### src/rtl/rf_writeback_queue_pkg.sv
// Shared defaults and the writeback entry type for the register-file writeback queue.
package rf_pkg;

   localparam int ADDR_W_DEF = 5;
   localparam int BUS_W_DEF  = 32;
   localparam int DEPTH_DEF  = 4;

   typedef struct packed {
      logic [ADDR_W_DEF-1:0] addr;
      logic [BUS_W_DEF-1:0]  data;
   } wb_entry_t;

endpackage

### src/rtl/rf_wbq_fifo.sv
// Circular buffer for pending writebacks. It also exposes an age-ordered view of every slot
// (oldest first) with a valid mask, so the parent can search the queue for bypass hits.
module rf_wbq_fifo
   import rf_pkg::*;
#(
   parameter int  DEPTH   = DEPTH_DEF,
   parameter type entry_t = wb_entry_t
)(
   input  logic                         clk_i,
   input  logic                         rst_i,
   input  logic                         push_i,
   input  entry_t                       entry_i,
   input  logic                         pop_i,
   output entry_t                       head_o,
   output logic [$clog2(DEPTH+1)-1:0]   count_o,
   output entry_t                       entries_o [DEPTH],
   output logic [DEPTH-1:0]             valid_o
);

   localparam int PW = $clog2(DEPTH);
   localparam int CW = $clog2(DEPTH+1);
   localparam logic [PW-1:0] PTR_ONE = PW'(1'b1);
   localparam logic [CW-1:0] CNT_ONE = CW'(1'b1);
   localparam logic [CW-1:0] CNT_MAX = CW'(DEPTH);

   logic [PW-1:0] wr_ptr_q, wr_ptr_d;
   logic [PW-1:0] rd_ptr_q, rd_ptr_d;
   logic [CW-1:0] count_q, count_d;
   entry_t        mem_q [DEPTH];
   logic          do_push_s, do_pop_s;

   // Full/empty guards make the buffer safe even if the parent misbehaves.
   assign do_push_s = push_i && (count_q < CNT_MAX);
   assign do_pop_s  = pop_i && (count_q != {CW{1'b0}});

   // Next-state for pointers and occupancy; pointers wrap naturally at DEPTH.
   always_comb begin
      wr_ptr_d = wr_ptr_q;
      rd_ptr_d = rd_ptr_q;
      count_d  = count_q;
      if (do_push_s) begin
         wr_ptr_d = wr_ptr_q + PTR_ONE;
      end else begin
         wr_ptr_d = wr_ptr_q;
      end
      if (do_pop_s) begin
         rd_ptr_d = rd_ptr_q + PTR_ONE;
      end else begin
         rd_ptr_d = rd_ptr_q;
      end
      case ({do_push_s, do_pop_s})
         2'b10:   count_d = count_q + CNT_ONE;
         2'b01:   count_d = count_q - CNT_ONE;
         default: count_d = count_q;
      endcase
   end

   // Pointer, occupancy and storage registers.
   always_ff @(posedge clk_i or posedge rst_i) begin
      if (rst_i) begin
         wr_ptr_q <= {PW{1'b0}};
         rd_ptr_q <= {PW{1'b0}};
         count_q  <= {CW{1'b0}};
         for (int i = 0; i < DEPTH; i++) begin
            mem_q[i] <= '0;
         end
      end else begin
         wr_ptr_q <= wr_ptr_d;
         rd_ptr_q <= rd_ptr_d;
         count_q  <= count_d;
         if (do_push_s) begin
            mem_q[wr_ptr_q] <= entry_i;
         end
      end
   end

   // Age-ordered view: index 0 is the head, higher indices are younger.
   always_comb begin
      for (int i = 0; i < DEPTH; i++) begin
         entries_o[i] = mem_q[rd_ptr_q + PW'(i)];
         valid_o[i]   = (CW'(i) < count_q);
      end
   end

   assign head_o  = mem_q[rd_ptr_q];
   assign count_o = count_q;

endmodule

### src/rtl/rf_writeback_queue.sv
// Register-file writeback queue: handshake in, one registered write per cycle out, optional
// read-port bypass compiled in when RF_WB_BYPASS_EN is defined (tied off otherwise).
module rf_writeback_queue
   import rf_pkg::*;
#(
   parameter int ADDR  = ADDR_W_DEF,
   parameter int BUS_W = BUS_W_DEF,
   parameter int DEPTH = DEPTH_DEF
)(
   input  logic                        reloj_cucu,
   input  logic                        reset,
   input  logic                        wb_valid,
   output logic                        wb_ready,
   input  logic [ADDR-1:0]             wb_addr,
   input  logic [BUS_W-1:0]            wb_data,
   output logic                        r_write,
   output logic [ADDR-1:0]             rd_addr,
   output logic [BUS_W-1:0]            rd_w_data,
   input  logic [ADDR-1:0]             rs_addr,
   input  logic [ADDR-1:0]             rt_addr,
   output logic                        rs_hit,
   output logic                        rt_hit,
   output logic [BUS_W-1:0]            rs_fwd_data,
   output logic [BUS_W-1:0]            rt_fwd_data,
   output logic [$clog2(DEPTH+1)-1:0]  count
);

   localparam int CW = $clog2(DEPTH+1);

   typedef struct packed {
      logic [ADDR-1:0]  addr;
      logic [BUS_W-1:0] data;
   } entry_t;

   entry_t           wb_entry_s;
   entry_t           head_s;
   entry_t           entries_s [DEPTH];
   logic [DEPTH-1:0] valid_s;
   logic [CW-1:0]    count_s;
   logic             push_s, pop_s;

   logic             r_write_q, r_write_d;
   logic [ADDR-1:0]  rd_addr_q, rd_addr_d;
   logic [BUS_W-1:0] rd_w_data_q, rd_w_data_d;

   assign wb_entry_s = '{addr: wb_addr, data: wb_data};
   assign wb_ready   = (count_s < CW'(DEPTH));
   // Writes to register 0 complete the handshake but never occupy a slot.
   assign push_s     = wb_valid && wb_ready && (wb_addr != {ADDR{1'b0}});
   assign pop_s      = (count_s != {CW{1'b0}});

   rf_wbq_fifo #(
      .DEPTH   (DEPTH),
      .entry_t (entry_t)
   ) u_fifo (
      .clk_i     (reloj_cucu),
      .rst_i     (reset),
      .push_i    (push_s),
      .entry_i   (wb_entry_s),
      .pop_i     (pop_s),
      .head_o    (head_s),
      .count_o   (count_s),
      .entries_o (entries_s),
      .valid_o   (valid_s)
   );

   // Drain stage: load the head when something is queued, otherwise hold the write port.
   always_comb begin
      r_write_d   = pop_s;
      rd_addr_d   = rd_addr_q;
      rd_w_data_d = rd_w_data_q;
      if (pop_s) begin
         rd_addr_d   = head_s.addr;
         rd_w_data_d = head_s.data;
      end else begin
         rd_addr_d   = rd_addr_q;
         rd_w_data_d = rd_w_data_q;
      end
   end

   // Registered register-file write port.
   always_ff @(posedge reloj_cucu or posedge reset) begin
      if (reset) begin
         r_write_q   <= 1'b0;
         rd_addr_q   <= {ADDR{1'b0}};
         rd_w_data_q <= {BUS_W{1'b0}};
      end else begin
         r_write_q   <= r_write_d;
         rd_addr_q   <= rd_addr_d;
         rd_w_data_q <= rd_w_data_d;
      end
   end

   assign r_write   = r_write_q;
   assign rd_addr   = rd_addr_q;
   assign rd_w_data = rd_w_data_q;
   assign count     = count_s;

`ifdef RF_WB_BYPASS_EN
   // Write port is the oldest candidate; walking the queue head-to-tail lets the youngest win.
   function automatic logic [BUS_W:0] bypass_lookup(input logic [ADDR-1:0] a);
      logic             hit;
      logic [BUS_W-1:0] data;
      hit  = 1'b0;
      data = {BUS_W{1'b0}};
      if (a != {ADDR{1'b0}}) begin
         if (r_write_q && (rd_addr_q == a)) begin
            hit  = 1'b1;
            data = rd_w_data_q;
         end else begin
            hit  = 1'b0;
         end
         for (int i = 0; i < DEPTH; i++) begin
            if (valid_s[i] && (entries_s[i].addr == a)) begin
               hit  = 1'b1;
               data = entries_s[i].data;
            end else begin
               hit  = hit;
            end
         end
      end else begin
         hit = 1'b0;
      end
      return {hit, data};
   endfunction

   // Zero-latency bypass for both read ports.
   always_comb begin
      {rs_hit, rs_fwd_data} = bypass_lookup(rs_addr);
      {rt_hit, rt_fwd_data} = bypass_lookup(rt_addr);
   end
`else
   logic unused_bypass_s;

   assign rs_hit      = 1'b0;
   assign rt_hit      = 1'b0;
   assign rs_fwd_data = {BUS_W{1'b0}};
   assign rt_fwd_data = {BUS_W{1'b0}};

   // Sink for the per-entry view and read addresses that only the bypass consumes.
   always_comb begin
      unused_bypass_s = ^{rs_addr, rt_addr, valid_s};
      for (int i = 0; i < DEPTH; i++) begin
         unused_bypass_s = unused_bypass_s ^ (^entries_s[i]);
      end
   end
`endif

endmodule

### config.mk
export PLATFORM = sky130hd
export DESIGN_NAME = rf_writeback_queue
export DESIGN_NICKNAME = d
export VERILOG_FILES = /design/src/rtl/rf_writeback_queue_pkg.sv /design/src/rtl/rf_wbq_fifo.sv /design/src/rtl/rf_writeback_queue.sv
export SDC_FILE = /design/constraint.sdc
export NUM_CORES = 1
export LEC_CHECK = 0
export CAP_MARGIN = 20
export CORE_MARGIN = 3
export CORE_UTILIZATION = 40
export CTS_CLUSTER_DIAMETER = 80
export DETAILED_ROUTE_END_ITERATION = 8
export GPL_TIMING_DRIVEN = 0
export SLEW_MARGIN = 10
export SYNTH_ARGS = -nofsm -noshare
export SYNTH_HDL_FRONTEND = slang
export SYNTH_HIERARCHICAL = 1
export SYNTH_SLANG_ARGS = --single-unit
### constraint.sdc
create_clock -name reloj_cucu -period 7.14 [get_ports reloj_cucu]
set_input_delay 1.071 -clock reloj_cucu [delete_from_list [all_inputs] [get_ports reloj_cucu]]
set_output_delay 1.071 -clock reloj_cucu [all_outputs]
set_load 0.05 [all_outputs]
-- Word-level counts from Yosys, hierarchy flattened
Cells that the tools add are included.
Widths: inputs -> output; s select.
- flip-flop bits (word level): 193
- output and inout bits: 108
- input bits: 50
- logic and storage cells: 40
- bitwise logic cells: 2
- $add $sub $neg: 4
- equal/unequal tests: 2
- multiplexer cells: 7
- reduce and logical (&&, ||, !) cells: 7
- magnitude comparators: 4
- operator list (operator ; count):
    $bwmux 148 ; 1
    $mux 37 ; 3
    $bmux 37 s2 ; 1
    $demux 37 s2 ; 1
    $ge 3x3->1 const B ; 2
    $not 2->3 ; 2
    $pmux 3 s2 ; 1
    $reduce_bool 5->1 ; 1
    $add 2x1->2 const B ; 2
    $logic_and 1x1->1 ; 4
    $add 3x1->3 const B ; 1
    $lt 3x1->1 const B ; 1
    $lt 3x3->1 const B ; 1
    $reduce_bool 3->1 ; 1
    $sub 3x1->3 const B ; 1
    $eq 2x1->1 const B ; 1
    $eq 2x2->1 const B ; 1
    $reduce_bool 2->1 ; 1

-- Longest topological paths before layout
- depth after elaboration: 6
- mapped depth: 9
- gate-level depth less buffers: 8

-- Modules after synthesis
Netlist, hierarchy kept.
- by module, submodules not included (module ; cells an instance ; seq. area each (µm²) ; times used ; area each (µm²)):
    rf_wbq_fifo ; 576 ; 3878.7 ; 1 ; 10515.1
    rf_writeback_queue ; 152 ; 950.9 ; 1 ; 1939.4

-- Worst setup path after synthesis
OpenSTA, ideal clock, no wires.
- kind: input -> register
- start point: input wb_addr[1]
- end point: register u_fifo.count_q[2] (netlist: u_fifo/count_o[2])
- setup slack: 4389 ps
- arrival: 2627 ps
- setup time: 125 ps
- path buffers: 1
- required time: 7015 ps
- cell stages on the path: 9
- path through: or3_1 -> o311a_1 -> nor2b_2 -> buf_12 -> inv_1 -> ha_1 -> mux2i_1 -> nor2_1 -> xnor2_1
- word-level cells in the longest chain between the ends: 5
- elaborated cells between the ends (all ways): 7
- those cells by class: 2 x eq/ne; 1 x mux; 4 x reduce/logical
- ends and longest elaborated chain (element ; RTL line ; text):
    start, declared ; rf_writeback_queue.sv:14 ; input logic [ADDR-1:0] wb_addr,
    $reduce_bool 5->1 * ; rf_writeback_queue.sv:49 ; assign push_s = wb_valid && wb_ready && (wb_addr != {ADDR{1'b0}});
    $logic_and 1x1->1 * ; rf_writeback_queue.sv:49 ;
    via push_s ; rf_writeback_queue.sv:40 ; logic push_s, pop_s;
    $logic_and 1x1->1 * ; rf_wbq_fifo.sv:33 ; assign do_push_s = push_i && (count_q < CNT_MAX);
    $eq 2x1->1 or $eq 2x2->1 (tied branches) ; rf_wbq_fifo.sv:51 ; case ({do_push_s, do_pop_s})
    $pmux 3 s2 or $reduce_bool 2->1 (tied branches) ; n/a ;
    end signal, assigned ; rf_wbq_fifo.sv:63 ; count_q <= {CW{1'b0}};
    end signal, assigned ; rf_wbq_fifo.sv:70 ; count_q <= count_d;
    end, declared ; rf_wbq_fifo.sv:28 ; logic [CW-1:0] count_q, count_d;
The timed path passes the listed nets; every way through them passes the cells marked *.
A chain may end at the register's enable or synchronous reset.

-- Final worst setup path
- start point: input wb_addr[0]
- end point: register u_fifo/mem_q[44] (netlist name)
- word-level cells in the longest chain between the ends: 3
- ends and longest elaborated chain (element ; RTL line ; text):
    $reduce_bool 5->1 ; rf_writeback_queue.sv:49 ;
    $logic_and 1x1->1 ; rf_writeback_queue.sv:49 ;
    via push_s ; rf_writeback_queue.sv:40 ;
    $logic_and 1x1->1 ; rf_wbq_fifo.sv:33 ;
    end signal, assigned by index ; rf_wbq_fifo.sv:72 ; mem_q[wr_ptr_q] <= entry_i;
    end, declared ; rf_wbq_fifo.sv:29 ; entry_t mem_q [DEPTH];
The timed path passes the listed nets, and every way through them passes these cells.

==> run_results.csv <==
group,metric,value,unit
cells_and_area,insertedDiodeCount,0,
sta,slew_viol_final,0,
floorplan,dieArea,26400,µm²
sta,finalHoldViolCount,0,
routing,vias,5023,
floorplan,row_count,56,
clock_tree,post_cts_buffers,0,
sta,worstMarginPinSlew,0.506,ns
setup_path,endpoint_kind,"flop",
worst_hold_path,hp-class,"flop to flop",
global_routing,antenna_found_initial,0,
setup_path,r2r-end,"u_fifo/count_o[2]$_DFFE_PP0P_",
clock_tree,clk_latency,0.43,ns
routing,ant_nets,0,
setup_path,crit_buf_inv,3,
power,p_comb_share,50.6,%
setup_path,critPathMaxStageDelay,0.51,ns
sta,final.setup.tns,0,ns
global_routing,grt_usage,15.7,%
routing,drc_errors,0,
clock_tree,ctsRootBufferMaster,"clkbuf_16",
run,max-cap-violations,0,
synthesis,synth_area,9810,µm²
global_routing,grt_max_degree,96,
placed_design,dp_hpwl,13800,µm
setup_path,cp-startpoint,"wb_addr[0]",
routing,drtIter0Drc,223,
clock_tree,postCtsHoldBufs,0,
setup_path,cp.arrival,3.23,ns
sta,layout_min_cycle_time,2.93,ns
setup_path,worstPathCellList,"clkdlybuf4s50_1 -> or3_1 -> o311a_1 -> nor2b_2 -> buf_12 -> nand2_8 -> buf_12 -> mux2_4",
setup_path,cpMaxStageDelayCell,"clkdlybuf4s50_1",
routing,wl,19700,µm
setup_path,reg2regPathDepth,9,
power,p_int,3820,µW
power,switching_share,33.8,%
floorplan,die_w,163,µm
placed_design,io_buffers,81,
clock_tree,cts_buffers,17,
sta,post-route-period-util,41.0,%
power,leakage,0.00584,µW
worst_hold_path,min_path_cells,1,
sta,fmax,342,MHz
power,p_per_area,487,nW/µm²
power,clkPwrFrac,15.8,%
cells_and_area,area_delta_synth_final,21.0,%
global_routing,grt-ovfl-total,0,
clock_tree,clk_path_buf_depth,2,
routing,vias_per_cell,4.57,
sta,slew_headroom,66.2,%
floorplan,fp.dieH,163,µm
power,power_frac_seq,33.6,%
setup_path,required,7.45,ns
setup_path,rrSetupSlack,4.96,ns
status,outcome,"completed",
cells_and_area,fin_nets,824,
setup_path,start_kind,"input pin",
global_routing,grt_pass1_vias,5672,
clock_tree,tritoncts,"yes",
sta,whs,0.488,ns
cells_and_area,fill_cells,2022,
power,switchingPower,1960,µW
routing,firstDrtPassIters,5,
setup_path,crit_family,"buffers and inverters",
synthesis,yosysWarnings,6,
floorplan,coreArea,23800,µm²
sta,setup_violations,0,
setup_path,r2r-start,"u_fifo/count_o[2]$_DFFE_PP0P_",
setup_path,critPathKind,"input pin to flop",
clock_tree,cts_max_level,4,
synthesis,post_synth.cell_area_avg,16.4,µm²
clock_tree,clk_pin_slew,0.07,ns
placed_design,gp_congestion,0.745,
setup_path,cp_max_fo,10,
clock_tree,cts.sinks,193,
sta,rsz0062_at_grt,"no",
worst_hold_path,hold_end,"rd_w_data[16]$_DFFE_PP0P_",
setup_path,crit_path_frequent_cell,"buf_12",
floorplan,start_util,41.2,%
sta,skew,0.00925,ns
worst_hold_path,min_from,"rd_w_data[16]$_DFFE_PP0P_",
global_routing,grt_pass1_wl,32100,µm
cells_and_area,drive_above_1_share,49.4,%
routing,avgRoutedWirePerCell,18.0,µm
clock_tree,ctsResizeCount,0,
synthesis,syn_inst,599,
power,peakVddDrop,0.292,mV
floorplan,io_pins,158,
[registers in the layout, summed over array words and instances, names as in the netlist]
name and flops:
u_fifo/wr_ptr_q 2, u_fifo/count_o 3, rd_w_data 32, r_write 1, u_fifo/mem_q 148, u_fifo/rd_ptr_q 2, rd_addr 5
[power by group through the flow]
stage                     registers, µW  clock network, µW  logic, µW
final                              1940                912       2920
after global routing               2010                988       3110
after CTS                          1940                943       2970
after detailed placement           1960                  0       2950
after global placement             1910                  0       2890
after floorplan                    2250                  0       1990
[metal layers]
| metal | GRT usage [%] | share of wire (%) | up-vias |
|---|---|---|---|
| met1 | 21.3 | 45 | 2632 |
| met4 | 3.92 | 0.92 | 0 |
| li1 | - | - | 2262 |
| met5 | 0 | 0 | - |
| met2 | 25.8 | 51 | 117 |
| met3 | 3.61 | 3.6 | 12 |
[area by class of cell]
cell class / instances / area [µm²] / area share [%]
timing repair buffer: 83 / 858 / 7.23
sequential: 193 / 4830 / 40.7
clock inverter: 12 / 106 / 0.896
tap: 319 / 399 / 3.36
multi-input combinational: 318 / 3930 / 33.1
inverter: 11 / 48.8 / 0.411
buffer: 142 / 1260 / 10.6
clock buffer: 20 / 447 / 3.76
[metrics by stage]
| stage | total power [µW] | setup slack, ns | utilization, % | area, µm² | cells |
|---|---|---|---|---|---|
| final | 5780 | 4.21 | 49.8 | 11900 | 1098 |
| after detailed placement | 4910 | 3.76 | 47.5 | 11300 | 1066 |
| after global routing | 6110 | 4.16 | 49.8 | 11900 | 1098 |
| after floorplan | 4240 | 1.89 | - | 10100 | 664 |
| after CTS | 5850 | 4.22 | 49.8 | 11900 | 1098 |
| after global placement | 4790 | 0.0986 | 47.3 | 11300 | 1064 |
[worst max-delay path by stage]
stage | end | depth (start not counted)
2_1_floorplan | u_fifo/count_o[0]$_DFFE_PP0P_ | 1
3_3_place_gp | u_fifo/mem_q[102]$_DFFE_PP0P_ | 2
3_5_place_dp | u_fifo/mem_q[100]$_DFFE_PP0P_ | 8
4_1_cts | wb_ready | 2
5_1_grt | u_fifo/count_o[2]$_DFFE_PP0P_ | 10
6_report | u_fifo/mem_q[44]$_DFFE_PP0P_ | 8
[placed cells by master, fill, tap and decap left out, types with 5 or more instances in the layout]
cell	instances
buf_12	14
buf_2	7
buf_4	113
buf_6	6
clkbuf_16	17
clkdlybuf4s50_1	81
clkinv_2	5
conb_1	66
dfrtp_1	193
ha_1	8
inv_1	9
mux2_1	19
mux2_2	46
mux2_4	120
mux4_2	37
xnor2_1	5
No activity file was read; power rests on OpenSTA's default activity.
